## config.mk

```make
export PLATFORM = sky130hd
export DESIGN_NAME = multicycle_ctrl
export DESIGN_NICKNAME = d
export VERILOG_FILES = /design/src/rtl/ctrl_pkg.sv /design/src/rtl/cond_check.sv /design/src/rtl/multicycle_ctrl.sv
export SDC_FILE = /design/constraint.sdc
export NUM_CORES = 1
export LEC_CHECK = 0
export ABC_AREA = 1
export CELL_PAD_IN_SITES_DETAIL_PLACEMENT = 0
export CELL_PAD_IN_SITES_GLOBAL_PLACEMENT = 2
export CORE_AREA = 2 2 93 95
export CTS_CLUSTER_SIZE = 24
export DETAILED_ROUTE_END_ITERATION = 16
export DIE_AREA = 0 0 95 97
export PLACE_DENSITY_LB_ADDON = 0.1
export SYNTH_ARGS = -nofsm -noshare
export SYNTH_HDL_FRONTEND = slang
export SYNTH_SLANG_ARGS = --single-unit
export TNS_END_PERCENT = 1
```

## constraint.sdc

```tcl
create_clock -name clk -period 1.7 [get_ports clk]
set_input_delay 0.34 -clock clk [delete_from_list [all_inputs] [get_ports clk]]
set_output_delay 0.34 -clock clk [all_outputs]
set_load 0.05 [all_outputs]
```

## src/rtl/ctrl_pkg.sv

```systemverilog
// -----------------------------------------------------------------------------
// ctrl_pkg : shared states, ALU/condition codes and output decode for the
//            multicycle controller.                              Rev 1.0
// -----------------------------------------------------------------------------
`default_nettype none

package ctrl_pkg;

  typedef enum logic [3:0] {
    FETCH  = 4'd0,
    DECODE = 4'd1,
    MEMADR = 4'd2,
    MEMRD  = 4'd3,
    MEMWB  = 4'd4,
    MEMWR  = 4'd5,
    EXECR  = 4'd6,
    EXECI  = 4'd7,
    ALUWB  = 4'd8,
    LINK   = 4'd9,
    BRANCH = 4'd10,
    UNDEF  = 4'd11
  } state_t;

  localparam logic [2:0] c_ALU_ADD = 3'd0;
  localparam logic [2:0] c_ALU_SUB = 3'd1;
  localparam logic [2:0] c_ALU_AND = 3'd2;
  localparam logic [2:0] c_ALU_ORR = 3'd3;
  localparam logic [2:0] c_ALU_EOR = 3'd4;
  localparam logic [2:0] c_ALU_MOV = 3'd5;

  localparam logic [3:0] c_CMD_AND = 4'b0000;
  localparam logic [3:0] c_CMD_EOR = 4'b0001;
  localparam logic [3:0] c_CMD_SUB = 4'b0010;
  localparam logic [3:0] c_CMD_ADD = 4'b0100;
  localparam logic [3:0] c_CMD_CMP = 4'b1010;
  localparam logic [3:0] c_CMD_ORR = 4'b1100;
  localparam logic [3:0] c_CMD_MOV = 4'b1101;

  localparam logic [3:0] c_COND_EQ = 4'b0000;
  localparam logic [3:0] c_COND_NE = 4'b0001;
  localparam logic [3:0] c_COND_CS = 4'b0010;
  localparam logic [3:0] c_COND_CC = 4'b0011;
  localparam logic [3:0] c_COND_MI = 4'b0100;
  localparam logic [3:0] c_COND_PL = 4'b0101;
  localparam logic [3:0] c_COND_VS = 4'b0110;
  localparam logic [3:0] c_COND_VC = 4'b0111;
  localparam logic [3:0] c_COND_HI = 4'b1000;
  localparam logic [3:0] c_COND_LS = 4'b1001;
  localparam logic [3:0] c_COND_GE = 4'b1010;
  localparam logic [3:0] c_COND_LT = 4'b1011;
  localparam logic [3:0] c_COND_GT = 4'b1100;
  localparam logic [3:0] c_COND_LE = 4'b1101;
  localparam logic [3:0] c_COND_AL = 4'b1110;

  localparam logic [1:0] c_SRCA_REG  = 2'd0;
  localparam logic [1:0] c_SRCA_PC   = 2'd1;
  localparam logic [1:0] c_SRCB_REG  = 2'd0;
  localparam logic [1:0] c_SRCB_IMM  = 2'd1;
  localparam logic [1:0] c_SRCB_FOUR = 2'd2;
  localparam logic [1:0] c_RES_ALU   = 2'd0;
  localparam logic [1:0] c_RES_MEM   = 2'd1;
  localparam logic [1:0] c_RES_PC    = 2'd2;

  typedef struct packed {
    logic       ir_write;
    logic       pc_write;
    logic       reg_write;
    logic       mem_write;
    logic       adr_src;
    logic       link_sel;
    logic       undef;
    logic [1:0] alu_src_a;
    logic [1:0] alu_src_b;
    logic [1:0] result_src;
    logic [1:0] imm_src;
    logic [1:0] reg_src;
    logic [2:0] alu_ctrl;
  } ctrl_out_t;

  function automatic logic [2:0] alu_decode(input logic [3:0] cmd);
    case (cmd)
      c_CMD_ADD: alu_decode = c_ALU_ADD;
      c_CMD_SUB: alu_decode = c_ALU_SUB;
      c_CMD_AND: alu_decode = c_ALU_AND;
      c_CMD_ORR: alu_decode = c_ALU_ORR;
      c_CMD_EOR: alu_decode = c_ALU_EOR;
      c_CMD_MOV: alu_decode = c_ALU_MOV;
      c_CMD_CMP: alu_decode = c_ALU_SUB;
      default:   alu_decode = c_ALU_ADD;
    endcase
  endfunction

  // Moore decode: depends only on a state and the latched instruction fields.
  function automatic ctrl_out_t state_outputs(input state_t s, input logic [1:0] op,
                                              input logic [5:0] funct, input logic [3:0] rd);
    ctrl_out_t o;
    o = '0;
    if (s != FETCH) begin
      o.imm_src = op;
      o.reg_src = {(op == 2'b01) && !funct[0], op == 2'b10};
    end
    case (s)
      FETCH: begin
        o.ir_write  = 1'b1;
        o.pc_write  = 1'b1;
        o.alu_src_a = c_SRCA_PC;
        o.alu_src_b = c_SRCB_FOUR;
      end
      DECODE: begin
        o.alu_src_a = c_SRCA_PC;
        o.alu_src_b = c_SRCB_FOUR;
      end
      MEMADR: o.alu_src_b = c_SRCB_IMM;
      MEMRD:  o.adr_src = 1'b1;
      MEMWB: begin
        o.reg_write  = 1'b1;
        o.result_src = c_RES_MEM;
      end
      MEMWR: begin
        o.mem_write = 1'b1;
        o.adr_src   = 1'b1;
      end
      EXECR: o.alu_ctrl = alu_decode(funct[4:1]);
      EXECI: begin
        o.alu_src_b = c_SRCB_IMM;
        o.alu_ctrl  = alu_decode(funct[4:1]);
      end
      ALUWB: begin
        o.reg_write = 1'b1;
        o.pc_write  = (rd == 4'd15);
      end
      LINK: begin
        o.reg_write  = 1'b1;
        o.link_sel   = 1'b1;
        o.result_src = c_RES_PC;
      end
      BRANCH: begin
        o.pc_write  = 1'b1;
        o.alu_src_b = c_SRCB_IMM;
      end
      UNDEF:   o.undef = 1'b1;
      default: ;
    endcase
    return o;
  endfunction

endpackage

`default_nettype wire

```

## src/rtl/cond_check.sv

```systemverilog
// -----------------------------------------------------------------------------
// cond_check : evaluates an instruction condition field against NZCV.  Rev 1.0
// -----------------------------------------------------------------------------
`default_nettype none

module cond_check
  import ctrl_pkg::*;
(
  input  logic [3:0] cond_i,
  input  logic [3:0] flags_i,
  output logic       cond_ex_o
);

  logic w_n, w_z, w_c, w_v;
  assign {w_n, w_z, w_c, w_v} = flags_i;

  always_comb begin
    cond_ex_o = 1'b1;
    case (cond_i)
      c_COND_EQ: cond_ex_o = w_z;
      c_COND_NE: cond_ex_o = !w_z;
      c_COND_CS: cond_ex_o = w_c;
      c_COND_CC: cond_ex_o = !w_c;
      c_COND_MI: cond_ex_o = w_n;
      c_COND_PL: cond_ex_o = !w_n;
      c_COND_VS: cond_ex_o = w_v;
      c_COND_VC: cond_ex_o = !w_v;
      c_COND_HI: cond_ex_o = w_c && !w_z;
      c_COND_LS: cond_ex_o = !w_c || w_z;
      c_COND_GE: cond_ex_o = (w_n == w_v);
      c_COND_LT: cond_ex_o = (w_n != w_v);
      c_COND_GT: cond_ex_o = !w_z && (w_n == w_v);
      c_COND_LE: cond_ex_o = w_z || (w_n != w_v);
      default:   cond_ex_o = 1'b1;
    endcase
  end

endmodule

`default_nettype wire

```

## src/rtl/multicycle_ctrl.sv

```systemverilog
// -----------------------------------------------------------------------------
// multicycle_ctrl : multicycle ARM-subset control FSM with NZCV flags.  Rev 1.0
// -----------------------------------------------------------------------------
`default_nettype none

module multicycle_ctrl #(
  parameter int ALU_CTRL_W = 3,
  parameter int LINK_REG   = 14,
  parameter int COND_EN    = 1
) (
  input  logic                  clk,
  input  logic                  reset_n,
  input  logic [1:0]            Op,
  input  logic [5:0]            Funct,
  input  logic [3:0]            Rd,
  input  logic [3:0]            Cond,
  input  logic [3:0]            ALUFlags,
  output logic                  IRWrite,
  output logic                  PCWrite,
  output logic                  RegWrite,
  output logic                  MemWrite,
  output logic                  AdrSrc,
  output logic                  LinkSel,
  output logic [1:0]            ALUSrcA,
  output logic [1:0]            ALUSrcB,
  output logic [1:0]            ResultSrc,
  output logic [1:0]            ImmSrc,
  output logic [1:0]            RegSrc,
  output logic [ALU_CTRL_W-1:0] ALUControl,
  output logic [3:0]            Flags,
  output logic                  Undef
);
  import ctrl_pkg::*;

  if (ALU_CTRL_W < 3 || LINK_REG < 0 || LINK_REG > 14) begin : g_param_check
    $error("multicycle_ctrl: ALU_CTRL_W must be >= 3 and LINK_REG in 0..14");
  end

  state_t    state_q, state_d;
  logic      run_q;
  logic [1:0] op_q, op_d;
  logic [5:0] funct_q, funct_d;
  logic [3:0] rd_q, rd_d;
  logic [3:0] cond_q, cond_d;
  logic [3:0] flags_q, flags_d;
  ctrl_out_t out_q, out_d;
  logic [3:0] w_cmd;
  logic      w_cond_raw;
  logic      w_cond_ex;

  cond_check u_cond_check (
    .cond_i    (cond_q),
    .flags_i   (flags_q),
    .cond_ex_o (w_cond_raw)
  );

  assign w_cond_ex = (COND_EN != 0) ? w_cond_raw : 1'b1;
  assign w_cmd     = funct_q[4:1];

  always_comb begin
    state_d = state_q;
    op_d    = op_q;
    funct_d = funct_q;
    rd_d    = rd_q;
    cond_d  = cond_q;
    flags_d = flags_q;
    // First edge after reset release only enters FETCH so its enables are seen.
    if (!run_q) begin
      state_d = FETCH;
    end else begin
      case (state_q)
        FETCH: begin
          state_d = DECODE;
          op_d    = Op;
          funct_d = Funct;
          rd_d    = Rd;
          cond_d  = Cond;
        end
        DECODE: begin
          if (!w_cond_ex) begin
            state_d = FETCH;
          end else begin
            case (op_q)
              2'b01:   state_d = MEMADR;
              2'b00:   state_d = funct_q[5] ? EXECI : EXECR;
              2'b10:   state_d = funct_q[4] ? LINK : BRANCH;
              default: state_d = UNDEF;
            endcase
          end
        end
        MEMADR: state_d = funct_q[0] ? MEMRD : MEMWR;
        MEMRD:  state_d = MEMWB;
        LINK:   state_d = BRANCH;
        EXECR, EXECI: begin
          state_d = (w_cmd == c_CMD_CMP) ? FETCH : ALUWB;
          if (w_cmd == c_CMD_CMP) begin
            flags_d = ALUFlags;
          end else if (funct_q[0] && (w_cmd != c_CMD_MOV)) begin
            flags_d[3:2] = ALUFlags[3:2];
            if ((w_cmd == c_CMD_ADD) || (w_cmd == c_CMD_SUB)) begin
              flags_d[1:0] = ALUFlags[1:0];
            end
          end
        end
        default: state_d = FETCH;
      endcase
    end
    out_d = state_outputs(state_d, op_d, funct_d, rd_d);
  end

  always_ff @(posedge clk or negedge reset_n) begin
    if (!reset_n) begin
      state_q <= FETCH;
      run_q   <= 1'b0;
      op_q    <= '0;
      funct_q <= '0;
      rd_q    <= '0;
      cond_q  <= '0;
      flags_q <= '0;
      out_q   <= '0;
    end else begin
      state_q <= state_d;
      run_q   <= 1'b1;
      op_q    <= op_d;
      funct_q <= funct_d;
      rd_q    <= rd_d;
      cond_q  <= cond_d;
      flags_q <= flags_d;
      out_q   <= out_d;
    end
  end

  assign IRWrite    = out_q.ir_write;
  assign PCWrite    = out_q.pc_write;
  assign RegWrite   = out_q.reg_write;
  assign MemWrite   = out_q.mem_write;
  assign AdrSrc     = out_q.adr_src;
  assign LinkSel    = out_q.link_sel;
  assign Undef      = out_q.undef;
  assign ALUSrcA    = out_q.alu_src_a;
  assign ALUSrcB    = out_q.alu_src_b;
  assign ResultSrc  = out_q.result_src;
  assign ImmSrc     = out_q.imm_src;
  assign RegSrc     = out_q.reg_src;
  assign ALUControl = ALU_CTRL_W'(out_q.alu_ctrl);
  assign Flags      = flags_q;

endmodule

`default_nettype wire

```

==> results.py <==
metrics = {
    "floorplan": {
        "die_h_um": 97,
        "core_area_um2": 8130,
        "die-width_um": 95,
        "initial_utilization": 0.258,
        "dieArea_um2": 9220,
        "io_pins": 46,
        "placementRows": 33,
    },
    "logic_synthesis": {
        "synth_seq_area_share": 0.525,
        "postSynthAreaPerCell_um2": 8.43,
        "synth_edf_count": 0,
        "synth.net_count": 271,
        "async_flop_share": 1.00,
        "synth.distinct_cells": 32,
        "synthTopCellsByCount": "nand2_1 (54), dfrtp_1 (44), inv_1 (32)",
        "synth.top_cells.by_area": "dfrtp_1 (52%), nand2_1 (9.7%), inv_1 (5.7%)",
        "synth_seq_cells": 44,
        "synth_warnings": 0,
        "yosysTopAreaCellShare": 0.525,
        "synth.most_common_cell": "nand2_1",
        "synth_ff_type": "dfrtp_1",
        "synthCells": 249,
        "yosysTopAreaCell": "dfrtp_1",
        "syn_area_um2": 2100,
    },
    "routing": {
        "routed_wl_um": 5370,
        "drt_iter0_markers": 43,
        "dr.pass1.iters": 4,
        "wl_per_cell_um": 12.3,
        "drc": 0,
        "route.vias.total": 1843,
        "via_per_inst": 4.22,
        "ant_nets": 0,
    },
    "finish": {
        "n_antenna_cell": 0,
        "fillers": 855,
        "area_growth_pct": 46.6,
        "drive_gt1_frac": 0.392,
        "fin_nets": 353,
        "stdcell_count": 437,
    },
    "grt": {
        "grtUsageTotal": 0.129,
        "grt_pass1_wl_um": 9110,
        "grt_max_degree": 45,
        "grt-ovfl-total": 0,
        "grt_pass1_vias": 1935,
        "antenna_found_initial": 0,
    },
    "placement": {
        "placedCellCount": 422,
        "io_buffers": 44,
        "place.gp.congestion": 0.822,
        "dp_hpwl_um": 4040,
        "place_ws_ns": -0.0873,
    },
    "critical_path": {
        "path_max_fanout": 6,
        "crit_arrival_ns": 1.92,
        "cp-start-kind": "register",
        "endpoint_kind": "register",
        "path_class": "reg -> reg",
        "required_ns": 1.91,
    },
    "sta": {
        "rsz0062_at_grt": "true",
        "setup_slack_ns": -0.0146,
        "hold_ws_ns": -0.0240,
        "period_minus_slack_ns": 1.71,
        "setup_viol": 1,
        "hold_viol_final": 4,
        "timing.fmax_mhz": 583,
        "slew_violations": 0,
        "fin_skew_ns": 0.00800,
        "post-route-period-util": 1.01,
    },
    "clock_tree": {
        "clk_latency_ns": 0.30,
        "clkSinkCount": 44,
        "clk_pin_slew_ns": 0.10,
        "ctsRootBufferMaster": "clkbuf_8",
        "cts.path.max_buffers": 2,
        "cts_hold_buf": 0,
        "cts_max_level": 2,
        "tritoncts.num_buffers": 5,
        "cts_tree": "done",
    },
    "job": {
        "cap_violations": 0,
    },
    "outcome": {
        "status": "finished with violations",
        "violations": "negative hold slack, negative setup slack",
    },
    "power": {
        "p_leak_nw": 1.53,
        "p_per_area_nw_per_um2": 1920,
        "irDropWorstVdd_uv": 568,
    },
    "worst_hold_path": {
        "min_path_type": "in -> async",
    },
}
[cells by family after synthesis]
| group | synth area share |
|---|---|
| flops | 0.525 |
| simple gates | 0.302 |
| xor+xnor | 0.00417 |
| mux | 0.00537 |
| buf+inv | 0.0775 |
| other cells | 0.00358 |
| compound gates | 0.0823 |
[cell usage in the layout, fill, tap and decap left out, drive strengths merged]
master / Yosys / layout
a21oi: 13 / 13
a31oi: 2 / 2
buf: 3 / 58
bufinv: 0 / 1
clkbuf: 0 / 5
clkdlybuf4s50: 0 / 20
clkinvlp: 0 / 1
conb: 2 / 2
dfrtp: 44 / 44
inv: 37 / 38
mux2: 1 / 1
nand2: 68 / 68
nand3: 18 / 18
nand4: 2 / 2
nor2: 37 / 37
nor3: 3 / 3
nor4: 2 / 2
o211ai: 1 / 1
o21ai: 12 / 12
o22ai: 2 / 2
o31ai: 1 / 1
xnor2: 1 / 1
[state kept, by name, indices dropped and copies added (netlist names)]
register / count
RegWrite: 1
IRWrite: 1
funct_q: 6
run_q: 1
LinkSel: 1
Flags: 4
op_q: 2
Undef: 1
cond_q: 4
ALUSrcB: 2
ResultSrc: 2
MemWrite: 1
RegSrc: 2
AdrSrc: 1
ALUSrcA: 1
ALUControl: 3
rd_q: 4
state_q: 4
ImmSrc: 2
PCWrite: 1
[what timing repair did]
action                                 4_1_cts  5_1_grt
gates resized for setup                      7       26
buffers inserted                             5        2
pin swaps                                    7       11
endpoints found under the hold margin        0        0
setup endpoints to repair                   18       25
[per-layer routing]
layer / vias to the layer above / GRT usage / part of all wire
met5: - / 0 / 0
met4: 0 / 0.0401 / 0.0082
met3: 4 / 0.0312 / 0.029
met2: 25 / 0.216 / 0.52
met1: 865 / 0.161 / 0.44
li1: 949 / - / -
[final timing paths]
check	from	end	slack, ns	cells after the start
max	cond_q[3]	ALUSrcB[0]	-0.01	11
min	reset_n	Flags[1]	-0.02	2
max reg2reg	cond_q[3]	ALUSrcB[0]	-0.01	11
min reg2reg	rd_q[3]	rd_q[3]	0.48	2
max in group asynchronous	reset_n	Flags[2]	1.45	2
min in group clk	rd_q[3]	rd_q[3]	0.48	2
[report_power, final]
part | leakage (nW) | internal, mW | switching, mW
sequential | 0.531 | 1.42 | 0.273
combinational | 0.941 | 1.29 | 2.09
clock | 0.0548 | 0.443 | 0.395
total | 1.53 | 3.15 | 2.76
[worst max-delay path: stages (launching register included)]
cell and delay [ns]:
dfrtp_2 0.46, buf_4 0.15, nor2_1 0.11, nand2_1 0.06, nor2_1 0.11, nor2_2 0.05, nand2_2 0.11, nand2_2 0.08
nand2_4 0.10, nand2_4 0.08, buf_4 0.14, o31ai_2 0.18
[final cells by class]
class	instances	area, um2	share of cell area
flip-flops and latches	44	1110	0.361
clock inverters	3	46.3	0.0150
well taps	105	131	0.0427
clock buffers	5	68.8	0.0224
inverters	37	141	0.0460
repair buffers	78	646	0.210
multi-input cells	165	933	0.303
[per-stage QoR]
step           cell area, um2  setup TNS (ns)  hold slack (ns)  utilization  power, mW
5_1_grt                  3080           -1.84         0.000772        0.378       6.43
3_5_place_dp             2810          -0.507            0.344        0.345       4.80
6_report                 3080         -0.0146          -0.0240        0.378       5.90
3_3_place_gp             2810          -0.951            0.344        0.345       4.84
2_1_floorplan            2110               0           0.0444            -       3.72
4_1_cts                  2980          -0.295          0.00225        0.366       5.79
(Power assumes the default switching activity.)
